--- config.mk ---
export PLATFORM = sky130hd
export DESIGN_NAME = keypad_scanner
export DESIGN_NICKNAME = d
export VERILOG_FILES = /design/src/rtl/keypad_scanner.sv
export SDC_FILE = /design/constraint.sdc
export NUM_CORES = 1
export LEC_CHECK = 0
export CAP_MARGIN = 20
export CORE_ASPECT_RATIO = 0.5
export CORE_UTILIZATION = 45
export DETAILED_ROUTE_END_ITERATION = 16
export SETUP_SLACK_MARGIN = 0.3
export SLEW_MARGIN = 20
export SYNTH_ARGS = -nofsm -noshare
export SYNTH_HDL_FRONTEND = slang
export SYNTH_SLANG_ARGS = --single-unit
--- constraint.sdc ---
create_clock -name clk -period 10.2 [get_ports clk]
set_input_delay 1.02 -clock clk [delete_from_list [all_inputs] [get_ports clk]]
set_output_delay 1.02 -clock clk [all_outputs]
set_load 0.1 [all_outputs]
--- src/rtl/keypad_scanner.sv ---
// 4x4 matrix keypad scanner: rotates active-low columns, images the rows once per
// full scan, and debounces single-key presses/releases into key_valid/key_code/key_held.
module keypad_scanner #(
  parameter int SCAN_DIV       = 50000,
  parameter int DEBOUNCE_SCANS = 4
) (
  input  logic       clk,
  input  logic       rst,
  input  logic [3:0] row,
  output logic [3:0] col,
  output logic [3:0] key_code,
  output logic       key_valid,
  output logic       key_held
);

  // state   | meaning
  // IDLE    | no key reported, waiting for a single-key scan
  // CONFIRM | same single key seen on cnt consecutive scans
  // HELD    | key reported, waiting for an empty scan
  // RELEASE | cnt consecutive empty scans seen since HELD
  typedef enum logic [1:0] {IDLE, CONFIRM, HELD, RELEASE} state_t;

  localparam int DW = (SCAN_DIV > 1) ? $clog2(SCAN_DIV) : 1;
  localparam int CW = $clog2(DEBOUNCE_SCANS + 1);
  localparam logic [DW-1:0] DWELL_LAST = DW'(SCAN_DIV - 1);
  localparam logic [CW-1:0] CNT_DONE   = CW'(DEBOUNCE_SCANS);
  localparam logic [CW-1:0] CNT_ONE    = CW'(1);

  logic [3:0]      row_meta, row_sync;
  logic [DW-1:0]   dwell;
  logic [1:0]      col_idx;
  logic            last_dwell, eval;
  logic [3:0][3:0] image, image_next;
  logic [1:0]      nbits;
  logic [3:0]      hit_idx;
  logic            scan_none, scan_single;
  state_t          state, state_n;
  logic [CW-1:0]   cnt, cnt_n, cnt_inc;
  logic [3:0]      cand, cand_n, code_n;
  logic            valid_n;

  always_ff @(posedge clk or posedge rst) begin
    if (rst) begin
      row_meta <= '1;
      row_sync <= '1;
    end else begin
      row_meta <= row;
      row_sync <= row_meta;
    end
  end

  assign last_dwell = (dwell == DWELL_LAST);
  assign eval       = last_dwell && (col_idx == 2'd3);
  assign col        = ~(4'b0001 << col_idx);

  always_ff @(posedge clk or posedge rst) begin
    if (rst) begin
      dwell   <= '0;
      col_idx <= '0;
    end else if (last_dwell) begin
      dwell   <= '0;
      col_idx <= col_idx + 2'd1;
    end else begin
      dwell <= dwell + 1'b1;
    end
  end

  // The current column is merged in combinationally so evaluation on column 3
  // sees a complete image in the same cycle it is latched.
  always_comb begin
    image_next = image;
    for (int r = 0; r < 4; r++) begin
      image_next[r][col_idx] = ~row_sync[r];
    end
  end

  always_ff @(posedge clk or posedge rst) begin
    if (rst) begin
      image <= '0;
    end else if (last_dwell) begin
      image <= image_next;
    end
  end

  // nbits saturates at 2, which is all the classifier needs to tell MULTI apart.
  always_comb begin
    nbits   = '0;
    hit_idx = '0;
    for (int r = 0; r < 4; r++) begin
      for (int c = 0; c < 4; c++) begin
        if (image_next[r][c]) begin
          hit_idx = {2'(r), 2'(c)};
          if (nbits != 2'd2) nbits = nbits + 2'd1;
        end
      end
    end
  end

  assign scan_none   = (nbits == 2'd0);
  assign scan_single = (nbits == 2'd1);
  assign cnt_inc     = (&cnt) ? cnt : cnt + 1'b1;

  always_comb begin
    state_n = state;
    cnt_n   = cnt;
    cand_n  = cand;
    code_n  = key_code;
    valid_n = 1'b0;
    if (eval) begin
      unique case (state)
        IDLE: begin
          if (scan_single) begin
            cand_n  = hit_idx;
            cnt_n   = CNT_ONE;
            state_n = CONFIRM;
          end
        end
        CONFIRM: begin
          if (scan_single && (hit_idx == cand)) begin
            cnt_n = cnt_inc;
            if (cnt_inc == CNT_DONE) begin
              code_n  = cand;
              valid_n = 1'b1;
              cnt_n   = '0;
              state_n = HELD;
            end
          end else begin
            cnt_n   = '0;
            state_n = IDLE;
          end
        end
        HELD: begin
          if (scan_none) begin
            cnt_n   = CNT_ONE;
            state_n = RELEASE;
          end
        end
        RELEASE: begin
          if (scan_none) begin
            cnt_n = cnt_inc;
            if (cnt_inc == CNT_DONE) begin
              cnt_n   = '0;
              state_n = IDLE;
            end
          end else begin
            cnt_n   = '0;
            state_n = HELD;
          end
        end
        default: begin
          cnt_n   = '0;
          state_n = IDLE;
        end
      endcase
    end
  end

  always_ff @(posedge clk or posedge rst) begin
    if (rst) begin
      state     <= IDLE;
      cnt       <= '0;
      cand      <= '0;
      key_code  <= '0;
      key_valid <= 1'b0;
    end else begin
      state     <= state_n;
      cnt       <= cnt_n;
      cand      <= cand_n;
      key_code  <= code_n;
      key_valid <= valid_n;
    end
  end

  assign key_held = (state == HELD) || (state == RELEASE);

endmodule

==> results.yml <==
sta:
  hold_viol: 0
  period_minus_slack_ns: 7.89
  slew_headroom_pct: 34.3
  clock_skew_ns: 0.00470
  fin_tns_setup_ns: 0
  rsz0062_at_grt: "no"
  tightest_slew_ns: 0.982
  setup_viol_count_final: 0
  fmax_mhz: 127
  post-route-period-util_pct: 77.4
  maxSlewViolCount: 0
placement:
  dp_hpwl_um: 7760
  io_buffers: 15
  place_congestion: 0.872
  dpl_cell_area_mm2: 0.00474
clock_tree:
  htree_levels: 2
  cts_resized: 0
  clock_latency_ns: 0.29
  cts_tree: "yes"
  cts_buffers: 5
  cts_setup_buffers: 0
  clock_path_buffers: 2
  cts_root_buf: "clkbuf_16"
  clk_pin_slew_ns: 0.07
  clock-sinks: 56
  hold_buffers: 0
power_and_ir_drop:
  vdd_drop_max_mv: 0.0802
  pwr_density_cell_mw_per_mm2: 106
  leakage_nw: 2.02
drt:
  wl_per_cell_um: 15.8
  antenna_left: 0
  avgViaCountPerCell: 5.89
  drc_errors: 0
  drt-total-wl_um: 10500
  drt_iter0_drc: 221
  vias: 3930
  first_pass_iters: 5
grt:
  grt_pass1_wl_um: 17700
  grtUsageTotal_pct: 21.3
  first_global_vias: 3546
  antenna_found_initial: 0
  grt_max_degree: 57
  grt-ovfl-total: 0
layout:
  final_area_mm2: 0.00494
  antenna_cells: 0
  register_area_mm2: 0.00141
  syn_to_final_growth_pct: 10.0
  fill_cells: 898
  final_nets: 549
  multiInputGateArea_mm2: 0.00294
  drive_gt1_share_pct: 11.7
logic_synthesis:
  ys.warnings.count: 0
  synth_edf_count: 0
  ys_top_cells_by_count: "nand2_1, nor2_1, dfrtp_1"
  syn_area_mm2: 0.00449
  synth.distinct_cells: 87
  ys_seq_area_share_pct: 31.4
  syn_area_per_cell_um2: 8.58
  synthesis.nets: 541
  yosys.area.top_type: "dfrtp_1"
  synth.most_common_cell: "nand2_1"
  synth_area_leaders: "dfrtp_1, nand2_1, dfstp_2"
  ys_async_sr_fraction_pct: 100
  yosys_register_bits: 56
  yosys.area.top_type_share_pct: 26.8
  synth_cells: 523
  synth-main-ff-cell: "dfrtp_1"
critical_path:
  slowest_delay_ns: 0.70
  crit_slowest_cell: "a311oi_4"
  crit_fanout: 17
  path_common_cell: "ha_1"
  arrival_ns: 8.07
  required_ns: 10.38
  start_kind: "flip-flop"
  critPathKind: "flip-flop to flip-flop"
  end_kind: "flip-flop"
die:
  die_x_um: 143
  die_y_um: 72.6
  io_pins: 16
  die-area_mm2: 0.0104
  num_rows: 25
  core_region_area_mm2: 0.00957
  start_util_pct: 46.9
status:
  outcome: "complete, no violations"
flow_run:
  drv_cap: 0
worst_hold_path:
  hold_path_class: "flip-flop to flip-flop"
[metrics by stage]
step           instances  power [mW]  util [%]  hold slack, ns  setup WS [ns]
4_1_cts              667       0.525      51.5           0.357           2.29
3_3_place_gp         659       0.305      49.5           0.346           2.61
3_5_place_dp         659       0.304      49.5           0.347           2.36
6_report             667       0.522      51.6           0.356           2.31
2_1_floorplan        523       0.289         -           0.345           2.76
5_1_grt              667       0.545      51.6           0.360           1.72
[area by class of cell]
class	count	area share [%]
well taps	135	3.42
multi-input cells	435	59.5
clock inverters	3	1.39
repair buffers	17	3.34
inverters	16	1.22
clock buffers	5	2.53
flip-flops and latches	56	28.6
[flip-flops by register name, indices dropped and copies added (netlist names), 2 cells and up]
name,flops
cand,4
cnt,3
col_idx,2
dwell,16
image,16
key_code,4
row_meta,4
row_sync,4
state,2
[power breakdown]
group	switching, mW	total (mW)	internal [mW]
clock network	0.0794	0.221	0.142
logic	0.0479	0.0748	0.0268
registers	0.00183	0.227	0.225
[placed cells by master, fill, tap and decap left out, types with 7 or more instances in the layout]
cell type	n
nand2_1	57
nor2_1	54
dfrtp_1	48
o21ai_0	39
a21oi_1	26
nand3_1	23
xnor2_1	20
clkdlybuf4s50_1	15
inv_1	14
and3_1	14
nor3_1	12
a21o_1	12
ha_1	12
xor2_1	10
a31oi_1	10
mux2_2	9
o211ai_1	8
dfstp_2	8
and2_1	7
o21ai_1	7
[critical path, delay by kind of cell (launching register included)]
kind / cells / cell delay, ns
compound gates: 11 / 3.29
simple gates: 8 / 1.72
fa+ha+maj: 4 / 1.26
mux: 2 / 0.73
flops: 1 / 0.41
buf+inv: 2 / 0.22
xor+xnor: 1 / 0.14
[worst paths after layout]
kind                                  start     endpoint  slack (ns)  depth (start not counted)
max in group asynchronous               rst     image[3]        8.49                          3
worst max-delay path             col_idx[1]      cand[0]        2.31                         28
min in group asynchronous               rst    key_valid        1.23                          3
worst min register to register  row_meta[2]  row_sync[2]        0.36                          0
worst max register to register   col_idx[1]      cand[0]        2.31                         28
worst min-delay path            row_meta[2]  row_sync[2]        0.36                          0
[cells by family after synthesis]
logic type      share of synthesized area, %
simple gates                            23.0
compound gates                          29.4
flops                                   31.4
buf+inv                                 3.20
xor+xnor                                6.22
mux                                     3.37
fa+ha+maj                               3.34
[layer usage]
metal | vias to the layer above | wire [µm] | share of wire (%) | GRT usage (%)
met4 | 0 | 71 | 0.67 | 3.55
met5 | - | 0 | 0 | 0
met2 | 92 | 4480 | 42 | 33.2
li1 | 1958 | - | - | -
met3 | 9 | 419 | 4.0 | 2.62
met1 | 1871 | 5560 | 53 | 31.9
Power figures use the tool's default switching activity.
